===== config.mk =====
export PLATFORM = sky130hd
export DESIGN_NAME = cla_seq_adder_flat
export DESIGN_NICKNAME = d
export VERILOG_FILES = /design/src/rtl/cla_pkg.sv /design/src/rtl/cla_seq_adder_if.sv /design/src/rtl/fourbit_CLA.sv /design/src/rtl/cla_seq_adder.sv /design/src/flat_wrapper.sv
export SDC_FILE = /design/constraint.sdc
export NUM_CORES = 1
export LEC_CHECK = 0
export CORE_MARGIN = 8
export CORE_UTILIZATION = 50
export CTS_CLUSTER_DIAMETER = 120
export DETAILED_ROUTE_END_ITERATION = 7
export PLACE_DENSITY = 0.8
export SLEW_MARGIN = 20
export SYNTH_ARGS = -nofsm -noshare
export SYNTH_HDL_FRONTEND = slang
export SYNTH_SLANG_ARGS = --single-unit

===== constraint.sdc =====
create_clock -name clk -period 3.4 [get_ports clk]
set_input_delay 0.51 -clock clk [delete_from_list [all_inputs] [get_ports clk]]
set_output_delay 0.51 -clock clk [all_outputs]
set_load 0.005 [all_outputs]

===== src/rtl/cla_pkg.sv =====
// Shared definitions for the sequential carry-lookahead adder: FSM states and slice width.
package cla_pkg;

    localparam int SLICE_W = 4;

    typedef enum logic [1:0] {
        IDLE,
        RUN,
        DONE
    } state_t;

endpackage


===== src/rtl/cla_seq_adder_if.sv =====
// Request/result bus of the sequential adder; the master drives operands and out_ready.
interface cla_seq_adder_if #(
    parameter int WIDTH = 32
);

    logic             in_valid;
    logic             in_ready;
    logic [WIDTH-1:0] a;
    logic [WIDTH-1:0] b;
    logic             cin;
    logic             sub;
    logic             out_valid;
    logic             out_ready;
    logic [WIDTH-1:0] sum;
    logic             cout;
    logic             ovf;

    modport master (
        output in_valid, a, b, cin, sub, out_ready,
        input  in_ready, out_valid, sum, cout, ovf
    );

    modport slave (
        input  in_valid, a, b, cin, sub, out_ready,
        output in_ready, out_valid, sum, cout, ovf
    );

endinterface


===== src/rtl/fourbit_CLA.sv =====
// Combinational 4-bit carry-lookahead adder; also exposes the carry into bit 3 for overflow.
module fourbit_CLA
    import cla_pkg::*;
(
    input  logic [SLICE_W-1:0] a_i,
    input  logic [SLICE_W-1:0] b_i,
    input  logic               c_i,
    output logic [SLICE_W-1:0] s_o,
    output logic               c3_o,
    output logic               co_o
);

    logic [SLICE_W-1:0] p;
    logic [SLICE_W-1:0] g;
    logic               c1;
    logic               c2;
    logic               c3;

    assign p = a_i ^ b_i;
    assign g = a_i & b_i;

    // Every carry is a flat sum of products of the slice inputs, with no ripple between bits.
    assign c1   = g[0] | (p[0] & c_i);
    assign c2   = g[1] | (p[1] & g[0]) | (p[1] & p[0] & c_i);
    assign c3   = g[2] | (p[2] & g[1]) | (p[2] & p[1] & g[0]) | (p[2] & p[1] & p[0] & c_i);
    assign co_o = g[3] | (p[3] & g[2]) | (p[3] & p[2] & g[1]) | (p[3] & p[2] & p[1] & g[0])
                | (p[3] & p[2] & p[1] & p[0] & c_i);

    assign s_o  = p ^ {c3, c2, c1, c_i};
    assign c3_o = c3;

endmodule


===== src/rtl/cla_seq_adder.sv =====
// Sequential WIDTH-bit adder/subtractor: one 4-bit CLA slice per RUN cycle, carry held in a flop.
module cla_seq_adder
    import cla_pkg::*;
#(
    parameter int WIDTH = 32
) (
    input  logic           clk,
    input  logic           rst_n,
    cla_seq_adder_if.slave bus
);

    localparam int NIB  = WIDTH / SLICE_W;
    localparam int IDXW = (NIB > 1) ? $clog2(NIB) : 1;
    localparam logic [IDXW-1:0] LAST = IDXW'(NIB - 1);

    state_t            state_q;
    logic [IDXW-1:0]   idx_q;
    logic [WIDTH-1:0]  a_q;
    logic [WIDTH-1:0]  b_q;
    logic [WIDTH-1:0]  sum_q;
    logic              carry_q;
    logic              cout_q;
    logic              ovf_q;
    logic              in_ready_q;
    logic              out_valid_q;

    logic [SLICE_W-1:0] sl_a;
    logic [SLICE_W-1:0] sl_b;
    logic [SLICE_W-1:0] sl_s;
    logic               sl_c3;
    logic               sl_co;

    assign sl_a = a_q[{idx_q, 2'b00} +: SLICE_W];
    assign sl_b = b_q[{idx_q, 2'b00} +: SLICE_W];

    fourbit_CLA u_cla (
        .a_i  (sl_a),
        .b_i  (sl_b),
        .c_i  (carry_q),
        .s_o  (sl_s),
        .c3_o (sl_c3),
        .co_o (sl_co)
    );

    // Operands are captured only at accept; subtraction stores ~b so RUN is always an add.
    always_ff @(posedge clk) begin
        if (state_q == IDLE && bus.in_valid) begin
            a_q <= bus.a;
            b_q <= bus.sub ? ~bus.b : bus.b;
        end
    end

    always_ff @(posedge clk or negedge rst_n) begin
        if (!rst_n) begin
            state_q     <= IDLE;
            idx_q       <= '0;
            sum_q       <= '0;
            carry_q     <= 1'b0;
            cout_q      <= 1'b0;
            ovf_q       <= 1'b0;
            in_ready_q  <= 1'b1;
            out_valid_q <= 1'b0;
        end else begin
            case (state_q)
                IDLE: begin
                    if (bus.in_valid) begin
                        carry_q    <= bus.sub ? 1'b1 : bus.cin;
                        idx_q      <= '0;
                        sum_q      <= '0;
                        in_ready_q <= 1'b0;
                        state_q    <= RUN;
                    end
                end
                RUN: begin
                    sum_q[{idx_q, 2'b00} +: SLICE_W] <= sl_s;
                    carry_q <= sl_co;
                    // idx parks on the last slice instead of wrapping.
                    if (idx_q == LAST) begin
                        cout_q      <= sl_co;
                        ovf_q       <= sl_c3 ^ sl_co;
                        out_valid_q <= 1'b1;
                        state_q     <= DONE;
                    end else begin
                        idx_q <= idx_q + 1'b1;
                    end
                end
                DONE: begin
                    if (bus.out_ready) begin
                        out_valid_q <= 1'b0;
                        in_ready_q  <= 1'b1;
                        state_q     <= IDLE;
                    end
                end
                default: begin
                    state_q     <= IDLE;
                    in_ready_q  <= 1'b1;
                    out_valid_q <= 1'b0;
                end
            endcase
        end
    end

    assign bus.in_ready  = in_ready_q;
    assign bus.out_valid = out_valid_q;
    assign bus.sum       = sum_q;
    assign bus.cout      = cout_q;
    assign bus.ovf       = ovf_q;

endmodule


===== src/flat_wrapper.sv =====
// flat-port wrapper written by rule: the top's interface ports become plain ports
module cla_seq_adder_flat import cla_pkg::*;
#(
    parameter int WIDTH = 32
)
  (clk, rst_n, bus_in_valid, bus_a, bus_b, bus_cin, bus_sub, bus_out_ready, bus_in_ready, bus_out_valid, bus_sum, bus_cout, bus_ovf);
  cla_seq_adder_if #(.WIDTH(WIDTH)) bus_i ();
  input  logic clk;
  input  logic rst_n;
  input wire logic [$bits(bus_i.in_valid)-1:0] bus_in_valid;
  input wire logic [$bits(bus_i.a)-1:0] bus_a;
  input wire logic [$bits(bus_i.b)-1:0] bus_b;
  input wire logic [$bits(bus_i.cin)-1:0] bus_cin;
  input wire logic [$bits(bus_i.sub)-1:0] bus_sub;
  input wire logic [$bits(bus_i.out_ready)-1:0] bus_out_ready;
  output wire logic [$bits(bus_i.in_ready)-1:0] bus_in_ready;
  output wire logic [$bits(bus_i.out_valid)-1:0] bus_out_valid;
  output wire logic [$bits(bus_i.sum)-1:0] bus_sum;
  output wire logic [$bits(bus_i.cout)-1:0] bus_cout;
  output wire logic [$bits(bus_i.ovf)-1:0] bus_ovf;
  assign bus_i.in_valid = bus_in_valid;
  assign bus_i.a = bus_a;
  assign bus_i.b = bus_b;
  assign bus_i.cin = bus_cin;
  assign bus_i.sub = bus_sub;
  assign bus_i.out_ready = bus_out_ready;
  assign bus_in_ready = bus_i.in_ready;
  assign bus_out_valid = bus_i.out_valid;
  assign bus_sum = bus_i.sum;
  assign bus_cout = bus_i.cout;
  assign bus_ovf = bus_i.ovf;
  cla_seq_adder #(.WIDTH(WIDTH)) u_core (.clk(clk), .rst_n(rst_n), .bus(bus_i));
endmodule

==> results of run 1 <==
cells by family after synthesis:
group           count (synthesis)  share of synthesized area
fa+ha+maj                      10                    0.02846
simple gates                   88                    0.08644
flops                         106                     0.6381
buf+inv                        26                    0.02604
compound gates                 51                    0.06282
xor+xnor                       35                    0.06577
mux                            23                    0.09235
registers in the layout, summed over array words and instances, names as in the netlist:
signal,flops
u_core.idx_q,3
u_core.bus.sum,32
u_core.bus.cout,1
u_core.a_q,32
u_core.state_q,2
u_core.bus.in_ready,1
u_core.carry_q,1
u_core.bus.ovf,1
u_core.b_q,32
u_core.bus.out_valid,1
power by group:
group	switching, mW	total [mW]	internal [mW]	leakage [nW]
clock	0.423	0.695	0.272	0.0842
combinational	1.17	2.23	1.06	1.10
sequential	0.171	1.85	1.68	1.14
per-stage QoR:
step | setup WS (ns) | area (um^2) | std cells | utilization | power (mW)
floorplan | 0.6256 | 4661 | 339 | - | 3.214
global placement | 0.4081 | 5848 | 549 | 0.6390 | 4.061
detailed placement | 0.3532 | 5848 | 549 | 0.6390 | 4.138
CTS | 0.3208 | 6022 | 564 | 0.6580 | 4.832
global route | 0.1047 | 6022 | 564 | 0.6580 | 5.133
finish | 0.3597 | 6022 | 564 | 0.6580 | 4.783
how the worst min path moves through the flow:
stage                                         from                        endpoint  slack (ns)  depth (start not counted)
finish                                       rst_n   u_core.bus.sum[6]$_DFFE_PN0P_        0.27                          1
global route                                 rst_n   u_core.bus.sum[0]$_DFFE_PN0P_        0.33                          1
CTS                                          rst_n   u_core.bus.sum[6]$_DFFE_PN0P_        0.29                          1
detailed placement  u_core.bus.sum[22]$_DFFE_PN0P_  u_core.bus.sum[22]$_DFFE_PN0P_        0.49                          2
global placement    u_core.bus.sum[26]$_DFFE_PN0P_  u_core.bus.sum[26]$_DFFE_PN0P_        0.48                          2
floorplan                                    rst_n     u_core.bus.cout$_DFFE_PN0P_        0.21                          0
final cells by class:
class	instances	area [um^2]
fillers	681	3131
flip-flops and latches	106	2974
multi-input cells	207	1565
repair buffers	116	1136
well taps	111	138.9
clock buffers	9	123.9
clock inverters	6	50.05
inverters	9	33.78
metal layers:
metal	global-route usage	part of all wire	wire length [um]	vias to the layer above
li1	-	-	-	1442
met1	0.1850	0.43	4101	1374
met2	0.2494	0.48	4571	108
met3	0.05314	0.071	682	16
met4	0.05935	0.019	185	0
met5	0	0	0	-
cell usage after synthesis (3+ instances only):
cell / number / area (um^2)
nand3_1: 28 / 140.1
clkbuf_1: 7 / 26.28
buf_4: 3 / 22.52
edfxtp_1: 64 / 1922
xor2_1: 33 / 289.0
mux2i_1: 7 / 70.07
o21ai_0: 33 / 165.2
dfrtp_1: 41 / 1026
nand2_1: 42 / 157.7
nor2b_1: 5 / 31.28
mux4_2: 16 / 360.4
ha_1: 9 / 112.6
nor2_1: 5 / 18.77
inv_1: 8 / 30.03
buf_2: 4 / 20.02
a21oi_1: 7 / 35.03
==> results.toml, run 1 <==
[placed_design]
hpwl_um = 7428
gp_congestion = 0.7742
portBuffers = 105

[sta]
setup_violations = 0
slew_violations = 0
post-route-period-util = 0.8942
max_slew_margin = 0.3941
rsz0062_at_grt = "false"
setup_tns_ns = 0
skew_ns = 0.009590
finalHoldViolations = 0
fmax_ghz = 0.3289
final.min_clock_period_ns = 3.040
whs_ns = 0.2692
worst_slew_pin_slew_ns = 0.9088

[detailed_routing]
vias = 2940
post-route-drc-count = 0
drtIter0Drc = 98
ant_nets = 0
viasPerCell = 5.213
drt-total-wl_um = 9540
wl_per_cell_um = 16.91
first_pass_iters = 5

[clocking]
cts-hold-fix-buffers = 0
cts_tree = "done"
htreeDepth = 3
cts_root_buf = "clkbuf_8"
path_clk_slew_ns = 0.10
cts-resized-gates = 0
post_cts_buffers = 0
clk_latency_ns = 0.36
numCtsBuffers = 9
clock-sinks = 106
cts_max_path_buffers = 2

[floorplanning]
core_um2 = 9153
boundaryPins = 106
die_w_um = 112.5
die-area_um2 = 12670
core.rowCount = 35
start_util = 0.5092
die_y_um = 112.5

[synth]
avgSynthCellArea_um2 = 13.75
ys_warn_count = 0
synth_nets = 419
ys_ff_latch = 106
synth_area_um2 = 4661
synth_edf_count = 64
synth_ff_type = "edfxtp_1"
ys_async_sr_fraction = 0.3962
synth_cells = 339
yosysUniqueCellTypes = 39
seq_area_frac_synth = 0.6381

[critical_path]
r2r_cells = 9
crit_path_end_kind = "flop"
cp_data_arrival_time_ns = 3.27
critPathKind = "flop to flop"
crit_start = "u_core.idx_q[0]$_DFFE_PN0P_"
crit_family = "flip-flops"
cp.depth = 9
critPathLaunchType = "flop"
setup.worst_path.end = "u_core.bus.sum[3]$_DFFE_PN0P_"
crit_slowest_cell = "dfrtp_1"
crit_path_max_incr_delay_ns = 0.77
critical_path.max_fanout = 12
crit_required_ns = 3.63
rrSetupSlack_ns = 0.36
path_buf_inv = 1
r2r-end = "u_core.bus.sum[3]$_DFFE_PN0P_"
critPathMostFrequentCell = "nand2_1"
r2r_start = "u_core.idx_q[0]$_DFFE_PN0P_"
path_cells = "buf_4 > mux4_2 > nand2_1 > nand2_1 > ha_1 > o21a_1 > a21oi_2 > xnor2_1 > o21ai_0"

[finish]
fin_nets = 529
layout_commonest_cell = "clkdlybuf4s50_1"
diodes = 0
final_cell_mix = "clkdlybuf4s50_1 (103), edfxtp_1 (64), nand2_1 (42)"
drive_gt1_frac = 0.1060
syn2layout_area_growth_pct = 29.21

[global_routing]
grt-ovfl-total = 0
grt_usage = 0.1539
antenna_found_initial = 0
grt_pass1_wl_um = 15300
grt_pass1_vias = 3066
grt_max_degree = 43

[run_status]
status = "completed"

[hold_path]
holdCritPathClass = "input port to asynchronous set/reset pin"

[power_and_ir_drop]
p_leak_nw = 2.323
power.density_nw_per_um2 = 794.3
irDropWorstVdd_mv = 0.4013

[run]
cap_viol_max_count = 0
No activity file was read; power rests on OpenSTA's default activity.
==> inputs of run 2 (changes only) <==
CORE_UTILIZATION = 35   (was 50)
CTS_BUF_LIST = sky130_fd_sc_hd__clkbuf_16   (was unset)
PLACE_DENSITY = unset   (was 0.8)
==> results.toml, run 2 (same netlist as run 1, synthesis figures left out) <==
[run_status]
status = "completed"

[critical_path]
crit_path_end_kind = "flop"
cp_data_arrival_time_ns = 3.09
critPathKind = "flop to flop"
critical_path.max_fanout = 13
critPathLaunchType = "flop"
crit_required_ns = 3.59

[finish]
fin_nets = 527
final_cell_mix = "clkdlybuf4s50_1 (103), edfxtp_1 (64), nand2_1 (42)"
syn2layout_area_growth_pct = 32.94
layout_commonest_cell = "clkdlybuf4s50_1"
fin_util = 0.4716
fillers = 1214
finalInstanceArea_um2 = 6196
diodes = 0
final_cells = 628
drive_gt1_frac = 0.1040

[global_routing]
grt_use_met1 = 0.1456
grt_pass1_vias = 3159
groute.layer.met2.usage = 0.1881
use_met3 = 0.03735
grt-busiest-layer = "met2"
grt-ovfl-total = 0
grt_pass1_wl_um = 16390
grt_max_degree = 43
grt_usage = 0.1177
antenna_found_initial = 0

[floorplanning]
core.rowCount = 42
die-area_um2 = 17260
die_w_um = 131.4
core_um2 = 13140
start_util = 0.3548
boundaryPins = 106
die_y_um = 131.4

[placed_design]
gp_congestion = 0.7735
dpl-instance-area_um2 = 5914
portBuffers = 105
dpl_worst_slack_ns = 0.4472
hpwl_um = 7711
placed_cells = 612

[detailed_routing]
ant_nets = 0
viasPerCell = 4.664
drt-total-wl_um = 10020
drtIter0Drc = 133
post-route-drc-count = 0
first_pass_iters = 4
wl_per_cell_um = 15.96
vias = 2929

[sta]
skew_ns = 0.01105
max_slew_margin = 0.3764
post-route-period-util = 0.8515
whs_ns = 0.3130
rsz0062_at_grt = "false"
slew_violations = 0
finalHoldViolations = 0
setup_violations = 0
final.min_clock_period_ns = 2.895
setup_tns_ns = 0
setup_ws_ns = 0.5049
worst_slew_pin_slew_ns = 0.9354
fmax_ghz = 0.3454

[run]
cap_viol_max_count = 0

[power_and_ir_drop]
p_leak_nw = 2.368
intPower_mw = 3.203
pwr-share-comb = 0.435
irDropWorstVdd_mv = 0.3225
swShare = 0.3601
clkPwrFrac = 0.195
p_seq_frac = 0.369
power.density_nw_per_um2 = 807.8
switching_power_mw = 1.803
power_mw = 5.005

[clocking]
post_cts_buffers = 0
clock-sinks = 106
numCtsBuffers = 9
cts_root_buf = "clkbuf_16"
cts-hold-fix-buffers = 0
clk_latency_ns = 0.34
htreeDepth = 3
path_clk_slew_ns = 0.07
cts_tree = "done"
cts_max_path_buffers = 2
cts-resized-gates = 0

[hold_path]
holdCritPathClass = "input port to asynchronous set/reset pin"
## run 2: area by class of cell
cell class | instances | area [um^2] | area share
Sequential cell | 106 | 2974 | 0.4800
Clock inverter | 7 | 56.30 | 0.009087
Timing Repair Buffer | 114 | 1121 | 0.1809
Clock buffer | 9 | 225.2 | 0.03635
Tap cell | 176 | 220.2 | 0.03554
Multi-Input combinational cell | 207 | 1565 | 0.2526
Inverter | 9 | 33.78 | 0.005452
## run 2: power by group through the flow
stage / registers (mW) / logic [mW] / clock network [mW]
floorplan: 1.83 / 1.38 / 0
detailed placement: 1.88 / 2.22 / 0
CTS: 1.85 / 2.23 / 1.00
global route: 1.89 / 2.44 / 1.04
finish: 1.85 / 2.18 / 0.978
global placement: 1.87 / 2.16 / 0
## run 2: final timing paths
kind	startpoint	endpoint	slack, ns	depth (start not counted)
setup reg to reg	u_core.idx_q[1]$_DFFE_PN0P_	u_core.bus.sum[23]$_DFFE_PN0P_	0.50	9
max in group asynchronous	rst_n	u_core.idx_q[2]$_DFFE_PN0P_	2.50	1
min in group clk	u_core.bus.sum[29]$_DFFE_PN0P_	u_core.bus.sum[29]$_DFFE_PN0P_	0.50	2
hold / removal	rst_n	u_core.bus.out_valid$_DFFE_PN0P_	0.31	1
hold reg to reg	u_core.bus.sum[29]$_DFFE_PN0P_	u_core.bus.sum[29]$_DFFE_PN0P_	0.50	2
setup / recovery	u_core.idx_q[1]$_DFFE_PN0P_	u_core.bus.sum[23]$_DFFE_PN0P_	0.50	9
## run 2: worst max-delay path, cell delays in order, from the launching register on
cell,delay [ns]
dfrtp_1,0.70
buf_4,0.30
mux4_2,0.31
nand2_1,0.08
nand2_1,0.07
ha_1,0.33
o21a_1,0.21
a21oi_2,0.21
xnor2_1,0.34
o21ai_0,0.20
## run 2: per-layer routing
metal	share of wire	up-vias	routed length [um]
met5	0	-	0
met2	0.46	95	4630
met3	0.064	11	640
li1	-	1438	-
met1	0.46	1385	4582
met4	0.017	0	167
